<file path="config.mk">
export PLATFORM = sky130hd
export DESIGN_NAME = access_request_ctrl_flat
export DESIGN_NICKNAME = d
export VERILOG_FILES = /design/src/rtl/access_request_ctrl_if.sv /design/src/rtl/access_request_ctrl.sv /design/src/flat_wrapper.sv
export SDC_FILE = /design/constraint.sdc
export NUM_CORES = 1
export LEC_CHECK = 0
export BUFFER_PORTS_ARGS = -buffer_cell sky130_fd_sc_hd__clkbuf_2
export CORE_ASPECT_RATIO = 0.8
export CORE_MARGIN = 2
export CORE_UTILIZATION = 40
export DETAILED_ROUTE_END_ITERATION = 12
export SLEW_MARGIN = 20
export SYNTH_ARGS = -nofsm -noshare
export SYNTH_HDL_FRONTEND = slang
export SYNTH_SLANG_ARGS = --single-unit
</file>
<file path="constraint.sdc">
create_clock -name clk -period 2.2 [get_ports clk]
set_input_delay 0.44 -clock clk [delete_from_list [all_inputs] [get_ports clk]]
set_output_delay 0.44 -clock clk [all_outputs]
set_load 0.01 [all_outputs]
</file>
<file path="src/rtl/access_request_ctrl_if.sv">
// Request/status bus between the access-request initiator and the access-control responder.
interface access_request_ctrl_if;
  logic [1:0]  req_out;
  logic [15:0] data_out;
  logic        data_load_out;
  logic [1:0]  status_in;

  modport master (output req_out, output data_out, output data_load_out, input status_in);
  modport slave  (input req_out, input data_out, input data_load_out, output status_in);
endinterface

</file>
<file path="src/rtl/access_request_ctrl.sv">
// Access-request initiator: packs four keypad digits, issues LOGIN/LOGOUT and enforces failure lockout.
// Optional CLEAR_KEY_EN: digit 4'hF in IDLE clears the partially entered password.
module access_request_ctrl #(
  parameter int unsigned MAX_FAILS      = 3,
  parameter int unsigned TIMEOUT_CYCLES = 255,
  parameter int unsigned LOCKOUT_CYCLES = 1000
) (
  input  logic                         clk,
  input  logic                         rst,
  input  logic [3:0]                   digit_in,
  input  logic                         digit_load,
  input  logic                         logout_req,
  access_request_ctrl_if.master        bus,
  output logic                         access_granted,
  output logic                         led_green,
  output logic                         led_red,
  output logic                         locked,
  output logic [2:0]                   digit_count
);

  localparam logic [2:0] S_IDLE    = 3'd0;
  localparam logic [2:0] S_SEND    = 3'd1;
  localparam logic [2:0] S_WAIT    = 3'd2;
  localparam logic [2:0] S_DENIED  = 3'd3;
  localparam logic [2:0] S_LOCKED  = 3'd4;
  localparam logic [2:0] S_GRANTED = 3'd5;
  localparam logic [2:0] S_LOGOUT  = 3'd6;

  localparam int unsigned TMAX = (TIMEOUT_CYCLES > LOCKOUT_CYCLES) ? TIMEOUT_CYCLES : LOCKOUT_CYCLES;
  localparam int unsigned TW   = $clog2(TMAX + 1);

  logic [2:0]    state, nxt;
  logic [15:0]   shift_reg;
  logic [3:0]    fail_cnt;
  logic [TW-1:0] timer;
  logic          accept;
  logic          clear_key;

  always_comb begin
`ifdef CLEAR_KEY_EN
    clear_key = (digit_in == 4'hF);
`else
    clear_key = 1'b0;
`endif
    accept = (state == S_IDLE) && digit_load && (digit_count != 3'd4);
  end

  // WAIT starts its timer at 1, so leaving at TIMEOUT_CYCLES-1 puts DENIED exactly TIMEOUT_CYCLES after SEND
  always_comb begin
    nxt = state;
    case (state)
      S_IDLE:    if (digit_count == 3'd4) nxt = S_SEND;
      S_SEND:    nxt = S_WAIT;
      S_WAIT: begin
        if (bus.status_in == 2'b01)
          nxt = S_GRANTED;
        else if (bus.status_in == 2'b10 || timer == TW'(TIMEOUT_CYCLES - 1))
          nxt = S_DENIED;
      end
      S_DENIED:  nxt = (fail_cnt + 4'd1 == 4'(MAX_FAILS)) ? S_LOCKED : S_IDLE;
      S_LOCKED:  if (timer == TW'(LOCKOUT_CYCLES)) nxt = S_IDLE;
      S_GRANTED: if (logout_req) nxt = S_LOGOUT;
      S_LOGOUT:  nxt = S_IDLE;
      default:   nxt = S_IDLE;
    endcase
  end

  // Outputs are registered from the next state so they line up with the state register
  always_ff @(posedge clk) begin
    if (rst) begin
      state             <= S_IDLE;
      shift_reg         <= '0;
      digit_count       <= '0;
      fail_cnt          <= '0;
      timer             <= '0;
      bus.req_out       <= '0;
      bus.data_out      <= '0;
      bus.data_load_out <= 1'b0;
      access_granted    <= 1'b0;
      led_green         <= 1'b0;
      led_red           <= 1'b0;
      locked            <= 1'b0;
    end else begin
      state <= nxt;

      if (nxt == S_SEND) begin
        digit_count <= '0;
      end else if (accept) begin
        if (clear_key) begin
          shift_reg   <= '0;
          digit_count <= '0;
        end else begin
          shift_reg   <= {shift_reg[11:0], digit_in};
          digit_count <= digit_count + 3'd1;
        end
      end

      if (nxt == S_WAIT || nxt == S_LOCKED)
        timer <= (nxt == state) ? timer + TW'(1) : TW'(1);
      else
        timer <= '0;

      if (state == S_WAIT && nxt == S_GRANTED)
        fail_cnt <= '0;
      else if (state == S_DENIED)
        fail_cnt <= fail_cnt + 4'd1;
      else if (state == S_LOCKED && nxt == S_IDLE)
        fail_cnt <= '0;

      bus.req_out       <= (nxt == S_SEND || nxt == S_WAIT) ? 2'b01 :
                           (nxt == S_LOGOUT)                ? 2'b10 : 2'b00;
      bus.data_out      <= (nxt == S_SEND) ? shift_reg :
                           (nxt == S_WAIT) ? bus.data_out : '0;
      bus.data_load_out <= (nxt == S_SEND) || (nxt == S_LOGOUT);
      access_granted    <= (nxt == S_GRANTED);
      led_green         <= (nxt == S_GRANTED);
      led_red           <= (nxt == S_DENIED) || (nxt == S_LOCKED);
      locked            <= (nxt == S_LOCKED);
    end
  end

endmodule

</file>
<file path="src/flat_wrapper.sv">
// flat-port wrapper written by rule: the top's interface ports become plain ports
module access_request_ctrl_flat 
#(
  parameter int unsigned MAX_FAILS      = 3,
  parameter int unsigned TIMEOUT_CYCLES = 255,
  parameter int unsigned LOCKOUT_CYCLES = 1000
)
  (clk, rst, digit_in, digit_load, logout_req, access_granted, led_green, led_red, locked, digit_count, bus_req_out, bus_data_out, bus_data_load_out, bus_status_in);
  access_request_ctrl_if bus_i ();
  input  logic clk;
  input  logic rst;
  input  logic [3:0] digit_in;
  input  logic digit_load;
  input  logic logout_req;
  output logic access_granted;
  output logic led_green;
  output logic led_red;
  output logic locked;
  output logic [2:0] digit_count;
  output wire logic [$bits(bus_i.req_out)-1:0] bus_req_out;
  output wire logic [$bits(bus_i.data_out)-1:0] bus_data_out;
  output wire logic [$bits(bus_i.data_load_out)-1:0] bus_data_load_out;
  input wire logic [$bits(bus_i.status_in)-1:0] bus_status_in;
  assign bus_req_out = bus_i.req_out;
  assign bus_data_out = bus_i.data_out;
  assign bus_data_load_out = bus_i.data_load_out;
  assign bus_i.status_in = bus_status_in;
  access_request_ctrl #(.MAX_FAILS(MAX_FAILS), .TIMEOUT_CYCLES(TIMEOUT_CYCLES), .LOCKOUT_CYCLES(LOCKOUT_CYCLES)) u_core (.clk(clk), .rst(rst), .digit_in(digit_in), .digit_load(digit_load), .logout_req(logout_req), .bus(bus_i), .access_granted(access_granted), .led_green(led_green), .led_red(led_red), .locked(locked), .digit_count(digit_count));
endmodule
</file>
# ---- Word-level counts from Yosys, hierarchy flattened
# Cells that the tools add are included.
dict set report totals {
  out_inout_bits 26
  reg_bits 58
  input_bits 10
  elab_cells 71
}
dict set report classes {
  add_sub_neg 3
  n_mux 14
  n_reduce_logical 18
  n_bitwise 3
  eq_ne 20
}
# operator count
set ops {}
lappend ops {{$mux W16} 2}
lappend ops {{$eq A3 B3 Y1 const B} 6}
lappend ops {{$mux W3} 6}
lappend ops {{$pmux W3 S6} 1}
lappend ops {{$eq A3 B2 Y1 const B} 4}
lappend ops {{$add A10 B1 Y10 const B} 1}
lappend ops {{$eq A10 B10 Y1 const B} 1}
lappend ops {{$eq A10 B8 Y1 const B} 1}
lappend ops {{$mux W4} 2}
lappend ops {{$reduce_or A2 Y1} 4}
lappend ops {{$eq A3 B1 Y1 const B} 2}
lappend ops {{$logic_not A3 Y1} 2}
lappend ops {{$logic_or A1 B1 Y1} 5}
lappend ops {{$add A4 B1 Y4 const B} 1}
lappend ops {{$eq A4 B2 Y1 const B} 1}
lappend ops {{$logic_and A1 B1 Y1} 4}
lappend ops {{$add A3 B1 Y3 const B} 1}
lappend ops {{$eq A3 B3 Y1} 1}
lappend ops {{$ne A3 B3 Y1 const B} 1}
lappend ops {{$not A1 Y1} 3}
lappend ops {{$reduce_or A3 Y1} 1}
lappend ops {{$eq A2 B1 Y1 const B} 1}
lappend ops {{$eq A2 B2 Y1 const B} 1}
lappend ops {{$mux W1} 2}
lappend ops {{4 further kinds} 4}

# ---- Longest topological paths before layout
# Gate-level depths: netlist (run 1).
dict set report logic_depth {
  depth_word 9
  depth_mapped 8
  ltp_nobuf 8
}

# ---- Worst setup path after synthesis (run 1)
# No wires, ideal clock.
dict set report synth_path {
  kind {register to register}
  start {reg u_core.timer[3]}
  end {reg u_core.bus.data_load_out}
  setup_slack_ns 0.437
  setup_time_ns 0.120
  period_less_slack_ns 1.763
  arrival_time_ns 1.643
  stages_incl_launch_ff 7
  n_path_buf 0
  path_cell_list {dfxtp_1 -> or3b_1 -> nor3_2 -> o21ai_2 -> o21a_2 -> and3_4 -> or2_1}
}
dict set report synth_between {
  elab_chain_len 7
}
# item line
set synth_lines {}
lappend synth_lines {{start, declared} access_request_ctrl.sv:35} ;# logic [TW-1:0] timer;
lappend synth_lines {{start signal, assigned} access_request_ctrl.sv:99} ;# timer <= (nxt == state) ? timer + TW'(1) : TW'(1);
lappend synth_lines {{$eq A10 B8 Y1} access_request_ctrl.sv:57} ;# else if (bus.status_in == 2'b10 || timer == TW'(TIMEOUT_CYCLES - 1))
lappend synth_lines {{$logic_or A1 B1 Y1} access_request_ctrl.sv:57}
lappend synth_lines {{$mux W3} access_request_ctrl.sv:57}
lappend synth_lines {{$mux W3} access_request_ctrl.sv:55} ;# if (bus.status_in == 2'b01)
lappend synth_lines {{$pmux W3 S6 (*)} access_request_ctrl.sv:51} ;# case (state)
lappend synth_lines {{$eq A3 B1 Y1 / $eq A3 B3 Y1 (equally long branches)} access_request_ctrl.sv:114} ;# bus.data_load_out <= (nxt == S_SEND) || (nxt == S_LOGOUT);
lappend synth_lines {{$logic_or A1 B1 Y1 (*)} access_request_ctrl.sv:114}
lappend synth_lines {{end signal, assigned} access_request_ctrl.sv:114}
lappend synth_lines {{end, declared} access_request_ctrl_if.sv:8} ;# modport master (output req_out, output data_out, output data_load_out, input status_in);
# Mark *: on every way between the ends. The rest lies on a longest branch, timed or not.
# A chain may end at the register's enable or synchronous reset.

# ---- Final worst setup path (run 1)
dict set report layout_path {
  start {reg u_core.state[0]}
  end {reg u_core.bus.data_out[3]}
}
dict set report layout_between {
  elab_chain_len 5
}
# item line
set layout_lines {}
lappend layout_lines {{start, declared} access_request_ctrl.sv:32} ;# logic [2:0] state, nxt;
lappend layout_lines {{start signal, assigned} access_request_ctrl.sv:84} ;# state <= nxt;
lappend layout_lines {{$mux W3} access_request_ctrl.sv:57}
lappend layout_lines {{$mux W3} access_request_ctrl.sv:55}
lappend layout_lines {{$pmux W3 S6 (*)} access_request_ctrl.sv:51}
lappend layout_lines {{$eq A3 B2 Y1 / $eq A3 B1 Y1 (equally long branches)} {access_request_ctrl.sv:113, access_request_ctrl.sv:112}}
lappend layout_lines {{$ne A2 B1 Y1 (no line) / $mux W16 (equally long branches)} -}
lappend layout_lines {{end signal, assigned} access_request_ctrl.sv:112} ;# bus.data_out <= (nxt == S_SEND) ? shift_reg :
lappend layout_lines {{end, declared} access_request_ctrl_if.sv:8}
# Marks and branches as above.

==> results.ini, run 1 <==
[logic_synthesis]
syn_inst = 261
synth_edf_count = 0
synth-seq-cells = 58
syn_area_um2 = 2400
ys.flop_type = dfxtp_1
syn_nets = 278
ys_warn_count = 0
synth_seq_area_share_pct = 48.3
async_reset_ff_share_pct = 0
ys_types = 49
syn_area_per_cell_um2 = 9.21

[job]
maxCapViolCount = 0

[critical_path]
crit_required_ps = 2470
timing.rr.start = u_core.state[0]$_SDFF_PP0_
cp_max_fo = 14
endpoint_kind = flop
critPathLaunchType = flop
cp-startpoint = u_core.state[0]$_SDFF_PP0_
arrival_ps = 2290
path_class = flop to flop

[clock_network]
ctsHoldBuffers = 0
clk_pin_slew_ps = 70
cts_tree = built
postCtsSetupRepairBufs = 0
root_buffer = clkbuf_8
cts_sinks = 58
cts_buffers = 9
clk_latency_ps = 330
cts-resized-gates = 0
cts.htree.levels = 3
cts_max_path_buffers = 2

[sta]
setup-violations-final = 0
rsz0062_at_grt = false
finClkSkew_ps = 8.61
min_period_ps = 2020
finalHoldViolations = 0
fin_crit_sh_pct = 91.8
holdWs_ps = 327
slew-limit-headroom_pct = 53.3
fin_setup_tns_ps = 0
drv_slew = 0
worst_pin_slew_ps = 699
max_clock_freq_mhz = 495

[global_routing]
grt_usage_pct = 16.5
overflow = 0
antenna_found_initial = 0
grt_first_pass_wirelength_mm = 8.51
grt_max_degree = 20
first_global_vias = 1679

[die]
io_pins = 36
core_um2 = 5850
die_w_um = 90.7
row_count = 25
dieArea_um2 = 6650
die_height_um = 73.4
initial_core_util_pct = 41.1

[placed_design]
dp_hpwl_mm = 3.44
port_buffers = 35
place.gp.congestion = 0.834

[power]
ir_worst_vdd_mv = 0.352
p_per_area_nw_per_um2 = 801
total_power_mw = 2.37
leakage_nw = 1.17

[finish]
layout.cells.most_common_list = dfxtp_1, nand2_1, clkbuf_2, a21oi_1, nor2_1
final_net_count = 324
layout-drive-gt1-share_pct = 22.8
areaGrowthSynthToFinish_pct = 22.8
mostFrequentLayoutCell = dfxtp_1
diodes = 0

[drt]
vias_per_cell = 4.86
drt_iter0_markers = 122
drt_pass1_iterations = 4
drcViolationCount = 0
vias = 1909
wl_mm = 4.98
ant_nets = 0
wire_per_inst_um = 12.7

[min_path]
hp-class = input port to flop
min_from = digit_in[0]

[run_status]
status = complete, no violations

-- kinds of logic after synthesis --
kind of cell / Yosys count / synth area share (%)
AO/OA/AOI/OAI: 59 / 17.3
flip-flops: 58 / 48.3
AND/OR/NAND/NOR: 111 / 24.0
buffers and inverters: 16 / 3.12
adder cells (fa/ha/maj): 7 / 3.64
XOR/XNOR: 10 / 3.64
-- cell usage after synthesis (2+ instances only) --
library cell	n	share of area (%)
dfxtp_1	58	48
nand2_1	52	8.1
a21oi_1	21	4.4
nor2_1	17	2.7
a22o_1	16	5.8
nand3_1	8	1.7
xnor2_1	8	2.9
ha_1	7	3.6
o21ai_0	7	1.5
inv_1	6	0.94
nor2b_1	6	1.6
clkbuf_1	4	0.62
nor3b_1	4	1.2
buf_2	3	0.62
nand4b_1	3	1.1
a31oi_1	2	0.52
and2_1	2	0.52
and3_1	2	0.52
nand2b_1	2	0.52
nor3_2	2	0.83
o31ai_1	2	0.62
xor2_1	2	0.73
-- report_power, final --
| part | internal [mW] | leakage, nW | total (mW) | switching, mW |
|---|---|---|---|---|
| Sequential | 1.06 | 0.468 | 1.08 | 0.0121 |
| Combinational | 0.0357 | 0.578 | 0.0942 | 0.0586 |
| Clock | 0.786 | 0.121 | 1.19 | 0.408 |
-- metal layers --
metal | GRT usage, % | routed length, um | vias to the layer above
met5 | 0 | 0 | -
met2 | 20.7 | 1910 | 46
li1 | - | - | 998
met1 | 25.5 | 2800 | 860
met4 | 5.64 | 36 | 0
met3 | 5.64 | 238 | 5
-- worst paths after layout --
kind         depth (start not counted)                                  end  slack, ps
min                                  3     u_core.shift_reg[0]$_SDFFE_PP0P_        330
max reg2reg                          6  u_core.bus.data_out[3]$_SDFFE_PP0P_        180
max                                  6  u_core.bus.data_out[3]$_SDFFE_PP0P_        180
min reg2reg                          2    u_core.shift_reg[14]$_SDFFE_PP0P_        460
-- metrics by stage --
stage	utilization [%]	cells	setup WS (ps)	area (um^2)
floorplan	-	261	437	2400
global placement	46.2	377	188	2700
detailed placement	46.2	377	187	2700
CTS	50.4	393	169	2950
global route	50.5	393	22.0	2950
finish	50.5	393	181	2950
-- layout make-up --
type,instances,area [um^2]
clock buffers,12,145
clock inverters,4,98.8
fillers,569,2900
inverters,6,22.5
multi-input cells,187,1170
flip-flops and latches,58,1160
well taps,81,101
repair buffers,45,250
-- worst max-delay path: stages (launching register included) --
cell	delay (ps)
dfxtp_1	410
or3b_1	420
nor3_2	280
o21ai_2	120
nor3_4	300
buf_4	270
a22o_1	150
Power figures use the tool's default switching activity.
==> inputs of run 2 (changes only) <==
Settings changed: ABC_AREA set to 1.
==> run 2 against run 1 <==
Against the previous run: worst hold slack gained 64 ps; count of clock-buffer cells in the layout grew 1; die area rose by 7.7%; sequential power hardly changed; clock power fell by 28%; global-route usage shrank 1.4 points; register-to-register slack improved by 110 ps; critical path depth grew 7; clock skew is 6.2 ps lower; synthesized cell count up 23%; critical path type unchanged; utilization down 2.9 points; critical endpoint is now u_core.timer[7]$_SDFF_PP0_; non-clock buffer count fell by 8.
==> results.ini, run 2 <==
[clock_network]
cts_tree = built
clk_latency_ps = 330
root_buffer = clkbuf_8
ctsHoldBuffers = 0
clk_pin_slew_ps = 60
cts_buffers = 9
cts.htree.levels = 3
cts_sinks = 58
postCtsSetupRepairBufs = 0
cts-resized-gates = 0
cts_max_path_buffers = 2

[logic_synthesis]
yosys.area_share.adder_pct = 3.37
synth_top_area_share_pct = 44.7
synth_xor_area_share_pct = 2.70
syn_area_um2 = 2600
syn_area_per_cell_um2 = 8.12
synth_common_cells = dfxtp_1, inv_1, nand2_1
async_reset_ff_share_pct = 0
ys_warn_count = 0
synth_top_family_by_area = simple AND/OR/NAND/NOR gates
ys.flop_type = dfxtp_1
synth-compound-area-share_pct = 13.0
synth_simple_gate_area_share_pct = 25.8
synth_edf_count = 0
syn_inst = 320
synth_area_leaders = dfxtp_1, inv_1, nand2_1
synthMuxAreaShare_pct = 0
post-synth-top-area-cell = dfxtp_1
synth-seq-cells = 58
syn_nets = 337
ys_types = 32
synth.most_common_cell = dfxtp_1
synth_seq_area_share_pct = 44.7

[drt]
drt_pass1_iterations = 4
vias_per_cell = 4.48
ant_nets = 0
drt_iter0_markers = 65
wire_per_inst_um = 10.9
drcViolationCount = 0
vias = 2003
wl_mm = 4.86

[global_routing]
grt_usage_pct = 15.1
antenna_found_initial = 0
grt_first_pass_wirelength_mm = 8.39
overflow = 0
first_global_vias = 1786
grt_max_degree = 24

[finish]
layout.cells.most_common_list = dfxtp_1, inv_1, nand2_1, clkbuf_2
multi_input_area_um2 = 1160
final_net_count = 376
diodes = 0
mostFrequentLayoutCell = dfxtp_1
areaGrowthSynthToFinish_pct = 16.2
fillCellCount = 652
layout-drive-gt1-share_pct = 25.3
register_area_um2 = 1160
final_area_um2 = 3020

[critical_path]
worst_r2r_path_depth = 13
worst-r2r-setup-slack_ps = 290
rr_endpoint = u_core.timer[7]$_SDFF_PP0_
cp_max_fo = 18
timing.rr.start = u_core.timer[0]$_SDFF_PP0_
arrival_ps = 2190
endpoint_kind = flop
crit_required_ps = 2480
path_class = flop to flop
critPathLaunchType = flop

[min_path]
hold_path_depth = 3
min_from = digit_in[3]
hp-class = input port to flop
min_to = u_core.shift_reg[3]$_SDFFE_PP0P_

[placed_design]
dpl_cell_area_um2 = 2850
port_buffers = 35
dp_slack_ps = 265
dp_hpwl_mm = 3.49
place.gp.congestion = 0.801

[sta]
drv_slew = 0
slew-limit-headroom_pct = 69.4
setup-violations-final = 0
fin_setup_tns_ps = 0
worst_pin_slew_ps = 456
rsz0062_at_grt = false
finalHoldViolations = 0
finClkSkew_ps = 2.41
setup_ws_ps = 287
fin_crit_sh_pct = 87.0
max_clock_freq_mhz = 523
min_period_ps = 1910

[run_status]
status = complete, no violations

[power]
sw_frac_of_total_pct = 23.2
p_switching_uw = 476
leakage_nw = 1.26
p_per_area_nw_per_um2 = 679
ir_worst_vdd_mv = 0.294
intPower_mw = 1.57
pwr-share-comb_pct = 4.9
clkPwrFrac_pct = 41.8
p_seq_share_pct = 53.3

[job]
maxCapViolCount = 0

[die]
die_height_um = 76.1
row_count = 26
io_pins = 36
initial_core_util_pct = 41.0
dieArea_um2 = 7160
core_um2 = 6340
die_w_um = 94.1

[run 2: cell count changes after synthesis, moves of 6 or more]
cell,before,now
o22ai_2,0,6
nor2_2,0,13
nor2b_1,6,0
o21ai_0,7,26
a22o_1,16,0
inv_1,6,53
nand2_1,52,36
nor2_1,17,26
nand3_1,8,23
[run 2: cell type report]
| type | instances | share of cell area, % |
|---|---|---|
| clock inverter | 2 | 0.414 |
| multi-input combinational | 194 | 38.6 |
| clock buffer | 13 | 5.26 |
| timing repair buffer | 37 | 6.30 |
| inverter | 59 | 7.50 |
| sequential | 58 | 38.5 |
| tap | 84 | 3.48 |
[run 2: cell families (layout without fill, tap and decap cells)]
family,Yosys count,after routing
compound gates,56,56
xor+xnor,8,8
fa+ha+maj,7,7
buf+inv,68,111
flops,58,58
simple gates,123,123
[run 2: worst max-delay path, stage by stage (launching register included)]
cell and delay (ps):
dfxtp_1 400, inv_1 80, ha_1 190, inv_1 50, nor2_1 40, nand3_1 80, nand2_1 70, nand2_1 90
nand3_1 110, inv_1 130, nand3_4 240, nand2_4 180, nand2_8 100, nor2_2 80
[run 2: worst max-delay path by stage]
stage,start,endpoint,slack (ps),cells past startpoint
floorplan,u_core.timer[0]$_SDFF_PP0_,u_core.timer[2]$_SDFF_PP0_,640,13
global placement,bus_status_in[1],u_core.timer[8]$_SDFF_PP0_,340,13
detailed placement,u_core.timer[0]$_SDFF_PP0_,u_core.timer[7]$_SDFF_PP0_,260,13
CTS,u_core.timer[0]$_SDFF_PP0_,u_core.timer[7]$_SDFF_PP0_,250,13
global route,u_core.timer[0]$_SDFF_PP0_,u_core.timer[8]$_SDFF_PP0_,90,13
finish,u_core.timer[0]$_SDFF_PP0_,u_core.timer[7]$_SDFF_PP0_,290,13
[run 2: metal layers]
layer | GRT usage (%) | part of all wire [%]
met4 | 5.36 | 1.5
met5 | 0 | 0
met1 | 21.9 | 54
met2 | 19.5 | 40
met3 | 6.63 | 4.8
[run 2: stage by stage]
stage | utilization (%) | power (mW) | hold WS (ps) | std cells
2_1_floorplan | - | 1.18 | 454 | 320
3_3_place_gp | 44.9 | 1.21 | 455 | 432
3_5_place_dp | 44.9 | 1.22 | 459 | 432
6_report | 47.6 | 2.05 | 391 | 447
4_1_cts | 47.6 | 2.08 | 371 | 447
5_1_grt | 47.6 | 2.16 | 426 | 447
[run 2: power by group through the flow]
stage	logic, mW	clock network (mW)	registers (mW)
6_report	0.0999	0.858	1.09
3_3_place_gp	0.0998	0	1.11
3_5_place_dp	0.101	0	1.12
2_1_floorplan	0.0711	0	1.11
5_1_grt	0.117	0.943	1.09
4_1_cts	0.101	0.888	1.09
